### config.mk
export PLATFORM = sky130hd
export DESIGN_NAME = input_debouncer
export DESIGN_NICKNAME = d
export VERILOG_FILES = /design/src/rtl/input_debouncer_pkg.sv /design/src/rtl/input_debouncer_debounce_bit.sv /design/src/rtl/input_debouncer.sv
export SDC_FILE = /design/constraint.sdc
export NUM_CORES = 1
export LEC_CHECK = 0
export ABC_AREA = 1
export CORE_MARGIN = 2
export CORE_UTILIZATION = 54
export CTS_CLUSTER_SIZE = 16
export DETAILED_ROUTE_END_ITERATION = 8
export PLACE_DENSITY_LB_ADDON = 0.1
export REMOVE_ABC_BUFFERS = 1
export SLEW_MARGIN = 20
export SYNTH_ARGS = -nofsm -noshare
export SYNTH_HDL_FRONTEND = slang
export SYNTH_SLANG_ARGS = --single-unit
### constraint.sdc
create_clock -name clk -period 1.6 [get_ports clk]
set_input_delay 0.24 -clock clk [delete_from_list [all_inputs] [get_ports clk]]
set_output_delay 0.24 -clock clk [all_outputs]
set_load 0.02 [all_outputs]
### src/rtl/input_debouncer_pkg.sv
// rtl/input_debouncer_pkg.sv - shared constants and event record for input_debouncer
// Default sizing plus the record layout a consumer sees on the event port.
package input_debouncer_pkg;

  localparam int DB_WIDTH    = 8;
  localparam int DB_PRESCALE = 1000;
  localparam int DB_STABLE   = 4;

  typedef struct packed {
    logic [DB_WIDTH-1:0] data;
    logic [DB_WIDTH-1:0] rise;
    logic [DB_WIDTH-1:0] fall;
  } db_event_t;

endpackage

### src/rtl/input_debouncer_debounce_bit.sv
// rtl/input_debouncer_debounce_bit.sv - one-bit synchroniser, tick-sampled history and level accept
// The history only advances on tick; a level is accepted once every history bit agrees.
module debounce_bit
  import input_debouncer_pkg::*;
#(
  parameter int STABLE = DB_STABLE
) (
  input  logic i_clk,
  input  logic i_rst,
  input  logic i_tick,
  input  logic i_pin,
  output logic o_db,
  output logic o_rise,
  output logic o_fall
);

  logic              r_sync1;
  logic              r_sync2;
  logic [STABLE-1:0] r_hist;
  logic              r_db;
  logic              r_rise;
  logic              r_fall;
  logic              w_all1;
  logic              w_all0;

  assign w_all1 = &r_hist;
  assign w_all0 = ~|r_hist;

  always_ff @(posedge i_clk) begin
    if (i_rst) begin
      r_sync1 <= 1'b0;
      r_sync2 <= 1'b0;
      r_hist  <= '0;
      r_db    <= 1'b0;
      r_rise  <= 1'b0;
      r_fall  <= 1'b0;
    end else begin
      r_sync1 <= i_pin;
      r_sync2 <= r_sync1;
      if (i_tick) begin
        r_hist <= {r_hist[STABLE-2:0], r_sync2};
      end
      // Pulses are registered alongside r_db so they coincide with the level change.
      r_rise <= w_all1 && !r_db;
      r_fall <= w_all0 && r_db;
      if (w_all1) begin
        r_db <= 1'b1;
      end else if (w_all0) begin
        r_db <= 1'b0;
      end
    end
  end

  assign o_db   = r_db;
  assign o_rise = r_rise;
  assign o_fall = r_fall;

endmodule

### src/rtl/input_debouncer.sv
// rtl/input_debouncer.sv - input byte debouncer with prescaled sampling and valid/ready change events
// EVENT_OVERRUN_EN: keep the pending event on conflict and raise sticky evt_ovr; otherwise latest wins.
module input_debouncer
  import input_debouncer_pkg::*;
#(
  parameter int WIDTH    = DB_WIDTH,
  parameter int PRESCALE = DB_PRESCALE,
  parameter int STABLE   = DB_STABLE
) (
  input  logic             clk,
  input  logic             rst,
  input  logic [WIDTH-1:0] pin_in,
  output logic [WIDTH-1:0] db_out,
  output logic [WIDTH-1:0] rise,
  output logic [WIDTH-1:0] fall,
  output logic             evt_valid,
  input  logic             evt_ready,
  output logic [WIDTH-1:0] evt_data,
  output logic [WIDTH-1:0] evt_rise,
  output logic [WIDTH-1:0] evt_fall,
  output logic             evt_ovr,
  input  logic             ovr_clr
);

  localparam int              CW      = (PRESCALE > 1) ? $clog2(PRESCALE) : 1;
  localparam logic [CW-1:0]   CNT_MAX = CW'(PRESCALE - 1);

  logic [CW-1:0]    r_cnt;
  logic             w_tick;
  logic             w_change;
  logic             w_take;
  logic             w_conflict;
  logic             w_load;
  logic             r_evt_valid;
  logic [WIDTH-1:0] r_evt_data;
  logic [WIDTH-1:0] r_evt_rise;
  logic [WIDTH-1:0] r_evt_fall;

  assign w_tick = (r_cnt == CNT_MAX);

  always_ff @(posedge clk) begin
    if (rst) begin
      r_cnt <= '0;
    end else if (w_tick) begin
      r_cnt <= '0;
    end else begin
      r_cnt <= r_cnt + 1'b1;
    end
  end

  for (genvar g = 0; g < WIDTH; g++) begin : g_bit
    debounce_bit #(.STABLE(STABLE)) u_bit (
      .i_clk  (clk),
      .i_rst  (rst),
      .i_tick (w_tick),
      .i_pin  (pin_in[g]),
      .o_db   (db_out[g]),
      .o_rise (rise[g]),
      .o_fall (fall[g])
    );
  end

  assign w_change   = |(rise | fall);
  assign w_take     = w_change && (!r_evt_valid || evt_ready);
  assign w_conflict = w_change && r_evt_valid && !evt_ready;

`ifdef EVENT_OVERRUN_EN
  logic r_ovr;

  assign w_load = w_take;

  // A fresh overrun beats a simultaneous clear so no loss goes unreported.
  always_ff @(posedge clk) begin
    if (rst) begin
      r_ovr <= 1'b0;
    end else if (w_conflict) begin
      r_ovr <= 1'b1;
    end else if (ovr_clr) begin
      r_ovr <= 1'b0;
    end
  end

  assign evt_ovr = r_ovr;
`else
  logic w_unused_ovr;

  assign w_load       = w_change;
  assign w_unused_ovr = &{1'b0, ovr_clr, w_take, w_conflict};
  assign evt_ovr      = 1'b0;
`endif

  always_ff @(posedge clk) begin
    if (rst) begin
      r_evt_valid <= 1'b0;
      r_evt_data  <= '0;
      r_evt_rise  <= '0;
      r_evt_fall  <= '0;
    end else if (w_load) begin
      r_evt_valid <= 1'b1;
      r_evt_data  <= db_out;
      r_evt_rise  <= rise;
      r_evt_fall  <= fall;
    end else if (w_change) begin
      r_evt_valid <= r_evt_valid;
    end else if (evt_ready) begin
      r_evt_valid <= 1'b0;
    end
  end

  assign evt_valid = r_evt_valid;
  assign evt_data  = r_evt_data;
  assign evt_rise  = r_evt_rise;
  assign evt_fall  = r_evt_fall;

endmodule

==> summary.md, run 1 <==
| Metric | Value |
|---|---|
| Total Nets Final | between 600 and 700 |
| Average footprint of a synthesized cell | between 7 and 8 um2 |
| Die outline area | a little under 0.009 mm2 |
| CP peak stage delay | around 0.60 ns |
| Buffers and inverters on the worst path | 1 |
| Hold Violations, Final | 0 |
| Unrepaired setup endpoints after global routing | no |
| Post-Syn Area | around 0.0043 mm2 |
| Number of antenna diodes | 0 |
| Vias in the first global route | roughly 3.1k |
| Commonest register cell after synthesis | dfxtp_1 |
| Post-route ant nets | 0 |
| Clock tree from TritonCTS | yes |
| Fillers | about 700 |
| Fin crit share | 0.974 |
| HPWL reported at the end of detailed placement | between 5000 and 6000 um |
| Number of synthesized register bits | roughly 110 |
| Residual DRC | 0 |
| Sequential-to-total area share from yosys stat | 0.494 |
| Critical-path top delay cell | clkdlybuf4s50_1 |
| Power density relative to cell area | slightly below 900 mW/mm2 |
| Sequential cell area | between 0.002 and 0.0025 mm2 |
| DIE WIDTH | between 90 and 100 um |
| Cell count after placement | slightly below 700 |
| Hold Crit Class | input pin to register |
| Type of the worst setup path | register to output port |
| Required time at the endpoint of the critical path | roughly 1.4 ns |
| Endpoints failing setup | 0 |
| DR pass1 iterations | 4 |
| Area fraction of the dominant cell type after synthesis | 0.494 |
| Static leakage power | 2.58 nW |
| Boundary pin count | between 60 and 70 |
| Post-synth ARST share | 0 |
| Ys Warns | 0 |
| Register clock-pin slew on the reported worst setup and hold paths | roughly 0.11 ns |
| Result of the run | finished clean |
| Fmax | about 640 MHz |
| Top cell family by delay on the critical path | buffers and inverters |
| I/O Buffers | 59 |
| Number of enable-type register cells in the synthesized netlist | 0 |
| Element type at the critical path end | output port |
| Biggest area contributors in the synthesized netlist | dfxtp_1 49%, nor2_1 8.6%, nand2_1 8.1% |
| Crit path DAT | between 1 and 1.5 ns |
| Vertical die dimension | around 94 um |
| Post-synth cell types | 24 |
| Library cell with the largest summed area after synthesis | dfxtp_1 |
| Crit Reg-Reg Startpoint | r_cnt[0] |
| CTS Buffer Depth | 2 |
| Multi-input gate area | roughly 0.0016 mm2 |
| Final cell count without fillers | a little over 700 |
| Max-slew violations | 0 |
| Post-CTS repair timing setup buffer count | 0 |
| Hold-fix buffer count after cts | 0 |
| Post-Syn Instances | approximately 570 |
| Start point of the critical path | evt_fall[5] |
| Most common cell after layout, fill and taps aside | dfxtp_1 |
| Area growth from synthesis to final layout | 16.2% |
| Startpoint type of the worst setup path | register |
| Effective utilization at floorplan | 0.559 |
| Final Routed Wirelength | 7890 um |
| PnR Total Power | 4.46 mW |
| Share of layout cells above drive strength 1 | 0.0744 |
| Num rows | 32 |
| Number of maximum-capacitance constraint violations | 0 |
| Dpl cell area | 0.00485 mm2 |
| Most frequent cells in the layout | 107 x dfxtp_1, 99 x nor2_1, 94 x nand2_1, 64 x inv_1, 43 x nand3_1 |
| Insertion delay of the later-clocked pin in the worst-skew pair | approximately 0.36 ns |
| Routability Congestion | roughly 0.83 |
| Global-route wire length before repair | 13500 um |
| Area of the core | between 0.007 and 0.008 mm2 |
| Maximum number of pins on one net before global-route repair | 52 |
| Crit path cell chain | clkdlybuf4s50_1 |
| Total congestion overflow after global routing | 0 |
| Global router's overall resource usage | 0.190 |
| Final Skew | just over 0.01 ns |
| Vias per Instance | around 4.9 |
| Final critical-path required period | roughly 1.6 ns |
| Post-route cell area | between 0.005 and 0.006 mm2 |
| Clock sinks | roughly 110 |
| Htree depth | 3 |
| Per-cell routed wire length | 11.2 um |
| Cell at the root of the clock tree | clkbuf_8 |
| CTS Buf Count | 9 |
| Max Fanout on Critical Path | 2 |
| Setup total negative slack | 0 ns |
| Startpoint of the tightest hold check path | pin_in[7] |
| Worst supply voltage drop on vdd | ~0.61 mV |
| Antenna violations before repair | 0 |
| Detailed-route via count | between 3k and 4k |
| Violation count after the first detailed-routing iteration | 170 |
==> worst paths after layout <==
kind	end	slack, ns	cells past startpoint
worst max-delay path	evt_fall[5]	0.04	1
worst min-delay path	g_bit[7].u_bit.r_sync1	0.38	3
worst min register to register	g_bit[5].u_bit.r_sync2	0.40	2
worst max register to register	g_bit[3].u_bit.r_hist[2]	0.19	7
==> cell type report <==
cell class	count	share of cell area
Clock inverter	7	0.0154
Tap cell	102	0.0253
Timing Repair Buffer	69	0.141
Clock buffer	9	0.0246
Sequential cell	107	0.425
Inverter	64	0.0476
Multi-Input combinational cell	349	0.322
==> routing by layer <==
| metal | vias to the layer above | GRT usage | routed length (um) |
|---|---|---|---|
| li1 | 1827 | - | - |
| met1 | 1547 | 0.248 | 3850 |
| met2 | 74 | 0.317 | 3590 |
| met3 | 10 | 0.0329 | 336 |
| met4 | 0 | 0.0725 | 117 |
| met5 | - | 0 | 0 |
==> logic make-up after synthesis <==
family / after synthesis / synth area share
fa+ha+maj: 1 / 0.00288
buf+inv: 118 / 0.133
simple gates: 290 / 0.299
other cells: 1 / 0.000864
xor+xnor: 5 / 0.0101
flops: 107 / 0.494
compound gates: 52 / 0.0600
==> cell usage after synthesis, types with 2 or more instances <==
cell,instances
nor3_1,8
o21ai_0,10
buf_2,13
nand3b_1,3
nor2_1,100
nand3_1,43
clkbuf_1,8
nand2_1,94
xnor2_1,2
buf_1,3
buf_6,2
a21oi_1,42
nand2_2,4
nor2_2,11
dfxtp_1,107
xor2_1,3
inv_1,64
nand4_1,24
buf_4,28
==> registers in the layout, summed over array words and instances (netlist names) <==
| register | count |
|---|---|
| g_bit.u_bit.r_hist | 32 |
| r_cnt | 10 |
| evt_data | 8 |
| evt_fall | 8 |
| evt_rise | 8 |
| g_bit.u_bit.o_db | 8 |
| g_bit.u_bit.o_fall | 8 |
| g_bit.u_bit.o_rise | 8 |
| g_bit.u_bit.r_sync1 | 8 |
| g_bit.u_bit.r_sync2 | 8 |
| evt_valid | 1 |
==> per-stage QoR <==
step / utilization / setup slack (ns) / hold slack, ns
floorplan: - / -0.887 / 0.309
global placement: 0.624 / 0.235 / 0.390
detailed placement: 0.624 / 0.206 / 0.393
CTS: 0.646 / 0.00557 / 0.371
global route: 0.649 / 0.00187 / 0.387
finish: 0.649 / 0.0419 / 0.384
==> report_power, final <==
group          internal [mW]  switching (mW)
registers               2.69         0.00998
clock network          0.735           0.913
logic                 0.0452          0.0664
==> repair_timing <==
item,4_1_cts,5_1_grt
setup endpoints to repair,24,10
gates resized for setup,24,10
cloned,0,0
(Power assumes the default switching activity.)
==> inputs of run 2 (changes only) <==
--- a/config.mk
+++ b/config.mk
@@ -6,12 +6,12 @@
 export NUM_CORES = 1
 export LEC_CHECK = 0
 export ABC_AREA = 1
+export CORE_ASPECT_RATIO = 2
 export CORE_MARGIN = 2
 export CORE_UTILIZATION = 54
 export CTS_CLUSTER_SIZE = 16
 export DETAILED_ROUTE_END_ITERATION = 8
 export PLACE_DENSITY_LB_ADDON = 0.1
-export REMOVE_ABC_BUFFERS = 1
 export SLEW_MARGIN = 20
 export SYNTH_ARGS = -nofsm -noshare
 export SYNTH_HDL_FRONTEND = slang
==> constraint.sdc (replaced) <==
create_clock -name clk -period 1.5 [get_ports clk]
set_input_delay 0.225 -clock clk [delete_from_list [all_inputs] [get_ports clk]]
set_output_delay 0.225 -clock clk [all_outputs]
set_load 0.02 [all_outputs]
==> run 2 against run 1 <==
Effect of this change:
- combinational power is 23% higher
- sequential power is 7% higher
- utilization grew 0.52 points
- critical path depth is 6 higher
- critical endpoint is now evt_rise[5]
- highest routed layer unchanged
==> summary.md, run 2 (synthesis results as in run 1) <==
| Metric | Value |
|---|---|
| Final Skew | 0.00641 ns (-0.00389 ns) |
| Top cell family by delay on the critical path | simple AND/OR/NAND/NOR gates |
| Number of maximum-capacitance constraint violations | 0 (unchanged) |
| Post-route cell area | 0.00516 mm2 (+2.3%) |
| Residual DRC | 0 (unchanged) |
| Critical-path top delay cell | dfxtp_1 |
| Per-cell routed wire length | 11.8 um (+5.9%) |
| Most frequent cells in the layout | 107 x dfxtp_1, 99 x nor2_1, 94 x nand2_1, 64 x inv_1, 44 x dlygate4sd2_1 |
| Power density relative to cell area | 993 mW/mm2 (+12%) |
| Top Registers | g_bit.u_bit.r_hist x32, r_cnt x10 |
| Share of layout cells above drive strength 1 | 0.0877 (+0.0133) |
| CTS Buffer Depth | 2 (unchanged) |
| Dpl cell area | 0.00493 mm2 (+1.8%) |
| Die outline area | 0.00881 mm2 (+0.49%) |
| Crit path DAT | 1.63 ns (+0.31 ns) |
| Reg-to-reg slack, setup | 0.10 ns (-0.09 ns) |
| Element type at the critical path end | register |
| Largest register FFs | 32 (unchanged) |
| Most flops, register | g_bit.u_bit.r_hist |
| Boundary pin count | 62 (unchanged) |
| Fin crit share | 0.932 |
| Violation count after the first detailed-routing iteration | 133 (-22%) |
| Clock tree from TritonCTS | yes |
| Unrepaired setup endpoints after global routing | yes |
| Cell at the root of the clock tree | clkbuf_16 |
| Required time at the endpoint of the critical path | 1.73 ns (+0.37 ns) |
| Final WS setup | 0.102 ns (+0.0606 ns) |
| Vias per Instance | 4.97 (+1.7%) |
| Global-route wire length before repair | 14400 um (+6.2%) |
| HPWL reported at the end of detailed placement | 6070 um (+16%) |
| Global router's overall resource usage | 0.212 (+0.0212) |
| Total Nets Final | 625 (+2.0%) |
| Static leakage power | 2.68 nW (+3.8%) |
| Total congestion overflow after global routing | 0 (unchanged) |
| Clock sinks | 107 (unchanged) |
| Maximum number of pins on one net before global-route repair | 50 (-3.8%) |
| CP peak stage delay | 0.34 ns (-0.26 ns) |
| Fmax | between 700 and 800 MHz |
| Final Routed Wirelength | 8420 um (+6.6%) |
| Num rows | 46 (+44%) |
| Effective utilization at floorplan | 0.550 (-0.00833) |
| Most common cell after layout, fill and taps aside | dfxtp_1 |
| DR pass1 iterations | 4 (unchanged) |
| Area of the core | 0.00789 mm2 (+1.5%) |
| Max Fanout on Critical Path | 18 (+16) |
| Detailed-route via count | 3540 (+2.4%) |
| Tightest hold margin | 0.396 ns (+0.0119 ns) |
| Final critical-path required period | between 1 and 1.5 ns |
| PnR Total Power | 5.13 mW (+15%) |
| Fraction of the core area covered by cells at the end of the flow | 0.655 (+0.00523) |
| Vertical die dimension | 131 um (+40%) |
| Vias in the first global route | 3240 (+6.0%) |
| I/O Buffers | 59 (unchanged) |
| Fillers | 726 (+2.4%) |
| Insertion delay of the later-clocked pin in the worst-skew pair | 0.34 ns (-0.02 ns) |
| Post-route ant nets | 0 (unchanged) |
| Startpoint type of the worst setup path | register |
| Crit path cell chain | nor2_1 > nand2_1 > nor2_2 > buf_4 > nand3_1 > nand2_1 > nor2_1 |
| CTS Buf Count | 9 (unchanged) |
| Hold Crit Class | input pin to register |
| Register clock-pin slew on the reported worst setup and hold paths | 0.06 ns (-0.05 ns) |
| Result of the run | finished clean |
| Worst supply voltage drop on vdd | 0.907 mV (+49%) |
| Max-slew violations | 0 (unchanged) |
| DIE WIDTH | 67.4 um (-28%) |
| Antenna violations before repair | 0 (unchanged) |
| Buffers and inverters on the worst path | 1 (unchanged) |
| Hold Violations, Final | 0 (unchanged) |
| Routability Congestion | 0.743 (-10%) |
| Area growth from synthesis to final layout | 18.9% |
| Endpoints failing setup | 0 (unchanged) |
| Number of antenna diodes | 0 (unchanged) |
| Htree depth | 3 (unchanged) |
| Type of the worst setup path | register to register |
| Setup slack after placement | 0.0936 ns (-0.112 ns) |
| Mapped Nets | between 500 and 600 |
==> run 2: stage by stage <==
step           TNS [ns]  std cells
3_5_place_dp          0        696
2_1_floorplan         0        574
4_1_cts               0        711
5_1_grt         -0.0176        712
6_report              0        712
3_3_place_gp          0        696
==> run 2: final timing paths <==
| kind | start | endpoint | cells past startpoint |
|---|---|---|---|
| worst max-delay path | g_bit[6].u_bit.o_fall | evt_rise[5] | 7 |
| worst min-delay path | pin_in[5] | g_bit[5].u_bit.r_sync1 | 3 |
| worst max register to register | g_bit[6].u_bit.o_fall | evt_rise[5] | 7 |
| worst min register to register | g_bit[6].u_bit.r_sync1 | g_bit[6].u_bit.r_sync2 | 2 |
==> run 2: worst register-to-register path, delay by kind of cell, from the launching register on <==
kind,cells,cell delay (ns)
simple gates,6,0.69
flops,1,0.34
buf+inv,1,0.27
==> run 2: where the power goes <==
| part | leakage [nW] | internal, mW | switching (mW) |
|---|---|---|---|
| Clock | 0.132 | 1.15 | 0.957 |
| Sequential | 0.866 | 2.87 | 0.0106 |
| Combinational | 1.69 | 0.0644 | 0.0738 |
==> run 2: what timing repair did <==
item	in CTS	in global routing
endpoints found under the setup margin	44	17
pin swaps	0	1
endpoints found under the hold margin	0	0
hold buffers	0	0
resized for setup	44	5
setup buffers	0	1
==> run 2: per-layer routing <==
| metal | vias up | share of wire | global-route usage |
|---|---|---|---|
| met3 | 14 | 0.034 | 0.0497 |
| met4 | 0 | 0.021 | 0.0816 |
| met2 | 68 | 0.54 | 0.381 |
| li1 | 1849 | - | - |
| met5 | - | 0 | 0 |
| met1 | 1609 | 0.41 | 0.233 |
==> run 2: cell type report <==
type                       instances  area (um2)  share of cell area
clock buffer                      12         246              0.0478
clock inverter                     3        15.0             0.00291
inverter                          64         240              0.0465
multi-input combinational        349        1620               0.314
sequential                       107        2140               0.415
tap                               96         120              0.0233
timing repair buffer              81         776               0.150
==> inputs of run 3 (changes only) <==
--- a/config.mk
+++ b/config.mk
@@ -15,4 +15,5 @@
 export SLEW_MARGIN = 20
 export SYNTH_ARGS = -nofsm -noshare
 export SYNTH_HDL_FRONTEND = slang
+export SYNTH_HIERARCHICAL = 1
 export SYNTH_SLANG_ARGS = --single-unit
==> run 3 against run 2 <==
Effect of this change:
- via count fell by 0.20%
- flip-flop and latch count stayed put
- critical path depth increased by 1
- non-clock buffer count down 6
- count of clock-buffer cells in the layout fell by 2
- register-to-register slack worse by 0.06 ns
- combinational power is 12% lower
- final area grew 1.0%
==> summary.md, run 3 <==
| Metric | Value |
|---|---|
| Type of the worst setup path | register to register |
| Ys Warns | 6 (+6) |
| Violation count after the first detailed-routing iteration | 95 (-29%) |
| Endpoints failing setup | 0 (unchanged) |
| Startpoint of the tightest hold check path | rst |
| Total congestion overflow after global routing | 0 (unchanged) |
| Hold Violations, Final | 0 (unchanged) |
| Synth top cells by count | 153 x nand2_1, 107 x dfxtp_1, 76 x nor2_1, 72 x inv_1, 59 x a21oi_1 |
| Max-slew violations | 0 (unchanged) |
| Final Routed Wirelength | 8120 um (-3.5%) |
| Switching share of total power | 0.195 (-0.00847) |
| Biggest area contributors in the synthesized netlist | dfxtp_1 50%, nand2_1 14%, a21oi_1 6.9% |
| Most instantiated library cell after synthesis | nand2_1 |
| Final WS setup | 0.0419 ns (-0.0606 ns) |
| Largest register FFs | 32 (unchanged) |
| Number of antenna diodes | 0 (unchanged) |
| I/O Buffers | 59 (unchanged) |
| Most frequent cells in the layout | 152 x nand2_1, 105 x dfxtp_1, 75 x nor2_1, 62 x inv_1, 52 x a21oi_1 |
| Most flops, register | g_bit.u_bit/r_hist |
| Post-synth ARST share | 0 (unchanged) |
| Vias per Instance | 4.89 (-1.7%) |
| Fillers | 682 (-6.1%) |
| Crit Reg-Reg Startpoint | r_cnt[7] |
| Commonest register cell after synthesis | dfxtp_1 |
| Crit path DAT | 1.67 ns (+0.04 ns) |
| Number of maximum-capacitance constraint violations | 0 (unchanged) |
| Result of the run | finished clean |
| Library cell with the largest summed area after synthesis | dfxtp_1 |
| Mapped Nets | 577 (-1.7%) |
| Routability Congestion | 0.763 (+2.7%) |
| Number of enable-type register cells in the synthesized netlist | 0 (unchanged) |
| Cell at the root of the clock tree | clkbuf_16 |
| Residual DRC | 0 (unchanged) |
| Setup slack after placement | 0.0242 ns (-0.0694 ns) |
| Multi-input gate area | 0.00171 mm2 (+5.7%) |
| Per-cell routed wire length | 11.2 um (-5.0%) |
| Detailed-route via count | 3533 (-0.20%) |
| DIE WIDTH | 66.7 um (-0.99%) |
| Net switching component of the power | 975 uW (-6.3%) |
| Num rows | 45 (-2.2%) |
| Element type at the critical path end | register |
| Depth of the most critical reg-to-reg path | 8 (+1) |
| Startpoint type of the worst setup path | register |
| Endpoint of the worst hold path | g_bit[7].u_bit/r_sync2 |
| Fmax | 686 MHz (-4.2%) |
| Total Nets Final | 642 (+2.7%) |
| Reg power frac | 0.575 (+0.014) |
| Maximum number of pins on one net before global-route repair | 48 (-4.0%) |
| Number of synthesized register bits | 107 (unchanged) |
| Boundary pin count | 62 (unchanged) |
| Average footprint of a synthesized cell | 7.53 um2 (-0.37%) |
| Unrepaired setup endpoints after global routing | yes |
| Static leakage power | 2.52 nW (-6.3%) |
| Post-Syn Area | 0.00425 mm2 (-2.1%) |
| CTS Buffer Depth | 2 (unchanged) |
| Vertical die dimension | 129 um (-1.0%) |
| Post-synth cell types | 25 (+4.2%) |
| Register clock-pin slew on the reported worst setup and hold paths | 0.06 ns (about the same) |
| Clock tree from TritonCTS | yes |
| CTS Buf Count | 9 (unchanged) |
| Power density relative to cell area | 961 mW/mm2 (-3.3%) |
| Global router's overall resource usage | 0.208 (-0.00407) |
| Global-route wire length before repair | 13800 um (-4.3%) |
| Clock sinks | 107 (unchanged) |
| Effective utilization at floorplan | 0.559 (+0.00855) |
| Share of layout cells above drive strength 1 | 0.137 (+0.0491) |
| Final Skew | 0.00519 ns (-0.00123 ns) |
| Antenna violations before repair | 0 (unchanged) |
| Cell count after placement | 711 (+2.2%) |
| DR pass1 iterations | 4 (unchanged) |
| Area of the core | 0.00760 mm2 (-3.6%) |
| Depth of the worst hold-timing path | 3 (unchanged) |
| Insertion delay of the later-clocked pin in the worst-skew pair | 0.34 ns (about the same) |
| Final critical-path required period | 1.46 ns (+0.0606 ns) |
| Top Registers | g_bit.u_bit/r_hist x32, r_cnt x10 |
| Final cell count without fillers | 723 (+1.5%) |
| Hold Crit Class | input pin to register |
| Required time at the endpoint of the critical path | 1.71 ns (-0.02 ns) |
| Post-Syn Instances | 564 (-1.7%) |
| Vias in the first global route | 3282 (+1.3%) |
| Reg-to-reg slack, setup | 0.04 ns (-0.06 ns) |
| HPWL reported at the end of detailed placement | 5790 um (-4.6%) |
| Pint | 4.04 mW (-1.2%) |
| Fin crit share | 0.972 (+0.0404) |
| Logic gate share of total power | 0.024 (-0.003) |
| Max Fanout on Critical Path | 20 (+2) |
| Htree depth | 3 (unchanged) |
| Sequential-to-total area share from yosys stat | 0.504 (+0.0106) |
| Area fraction of the dominant cell type after synthesis | 0.504 (+0.0106) |
| Worst supply voltage drop on vdd | 0.688 mV (-24%) |
| Area growth from synthesis to final layout | 22.7% |
| PnR Total Power | 5.01 mW (-2.2%) |
| Post-route ant nets | 0 (unchanged) |
| Clock network fraction of design power | 0.401 (-0.011) |
| Setup total negative slack | 0 ns (unchanged) |
| Die outline area | 0.00864 mm2 (-2.0%) |
| FF-to-FF End | g_bit[6].u_bit/r_hist[3] |
| Sequential cell area | 0.00214 mm2 (+0.12%) |
| Most common cell after layout, fill and taps aside | nand2_1 |
==> run 3: cell count changes after synthesis, moves of 17 or more <==
cell and delta:
buf_4 -25, nand2_1 +59, a21oi_1 +17, nand3_1 -17
nand4_1 -21, nor2_1 -24
==> run 3: per-stage QoR <==
step                cell area [um2]  utilization  hold slack, ns
floorplan                      4270            -           0.302
global placement               4990        0.656           0.390
detailed placement             4990        0.656           0.395
CTS                            5170        0.680           0.369
global route                   5220        0.686           0.387
finish                         5220        0.686           0.365
==> run 3: timing repair <==
item                       CTS  global route
hold endpoints to repair     0             0
setup endpoints to repair   47            34
pin swaps                    0             1
gates resized for setup     47            11
buffers inserted             0             1
hold buffers                 0             0
==> run 3: how the worst max path moves through the flow <==
| stage | from | endpoint | slack (ns) | depth (start not counted) |
|---|---|---|---|---|
| 2_1_floorplan | r_cnt[0] | g_bit[0].u_bit/r_hist[2] | -0.12 | 8 |
| 3_3_place_gp | r_cnt[7] | g_bit[6].u_bit/r_hist[0] | 0.07 | 8 |
| 3_5_place_dp | r_cnt[0] | g_bit[5].u_bit/r_hist[0] | 0.02 | 9 |
| 4_1_cts | evt_data[4] | evt_data[4] | 0.003 | 1 |
| 5_1_grt | r_cnt[7] | g_bit[5].u_bit/r_hist[1] | -0.03 | 8 |
| 6_report | r_cnt[7] | g_bit[6].u_bit/r_hist[3] | 0.04 | 8 |
==> run 3: critical path, stage by stage, from the launching register on <==
cell and delay [ns]:
dfxtp_1 0.37, nand2_1 0.10, nor2_2 0.15, nand4_1 0.19, clkinvlp_4 0.17, buf_12 0.16, inv_2 0.06, nand2_1 0.07
a21oi_1 0.06
==> run 3: kinds of logic (layout without fill, tap and decap cells) <==
family / after synthesis / in the layout / synth area share
buffers and inverters: 94 / 159 / 0.105
adders and majority gates: 1 / 1 / 0.00294
DFF: 107 / 107 / 0.504
xor gates and xnor gates: 3 / 3 / 0.00618
and+or+nand+nor: 297 / 297 / 0.309
AOI/OAI and AO/OA: 61 / 61 / 0.0718
other: 1 / 1 / 0.000883
==> run 3: final cells by class <==
class                           instances  area share
Inverter                               73      0.0537
Tap cell                               94      0.0226
Timing Repair Buffer                   75       0.137
Clock buffer                           10      0.0458
Sequential cell                       107       0.411
Multi-Input combinational cell        363       0.329
Clock inverter                          1    0.000960
==> run 3: per-layer routing <==
layer,global-route usage,vias up,part of all wire,routed length [um]
li1,-,1832,-,-
met1,0.215,1625,0.40,3270
met2,0.389,62,0.54,4380
met3,0.0391,14,0.036,296
met4,0.0948,0,0.022,179
met5,0,-,0,0
==> run 3: power groups by stage <==
| stage | Sequential, mW | Clock (mW) | Combinational [mW] |
|---|---|---|---|
| floorplan | 2.94 | 0 | 0.0883 |
| global placement | 2.94 | 0 | 0.118 |
| finish | 2.88 | 2.01 | 0.121 |
| CTS | 2.88 | 2.07 | 0.122 |
| detailed placement | 2.94 | 0 | 0.122 |
| global route | 2.88 | 2.16 | 0.135 |
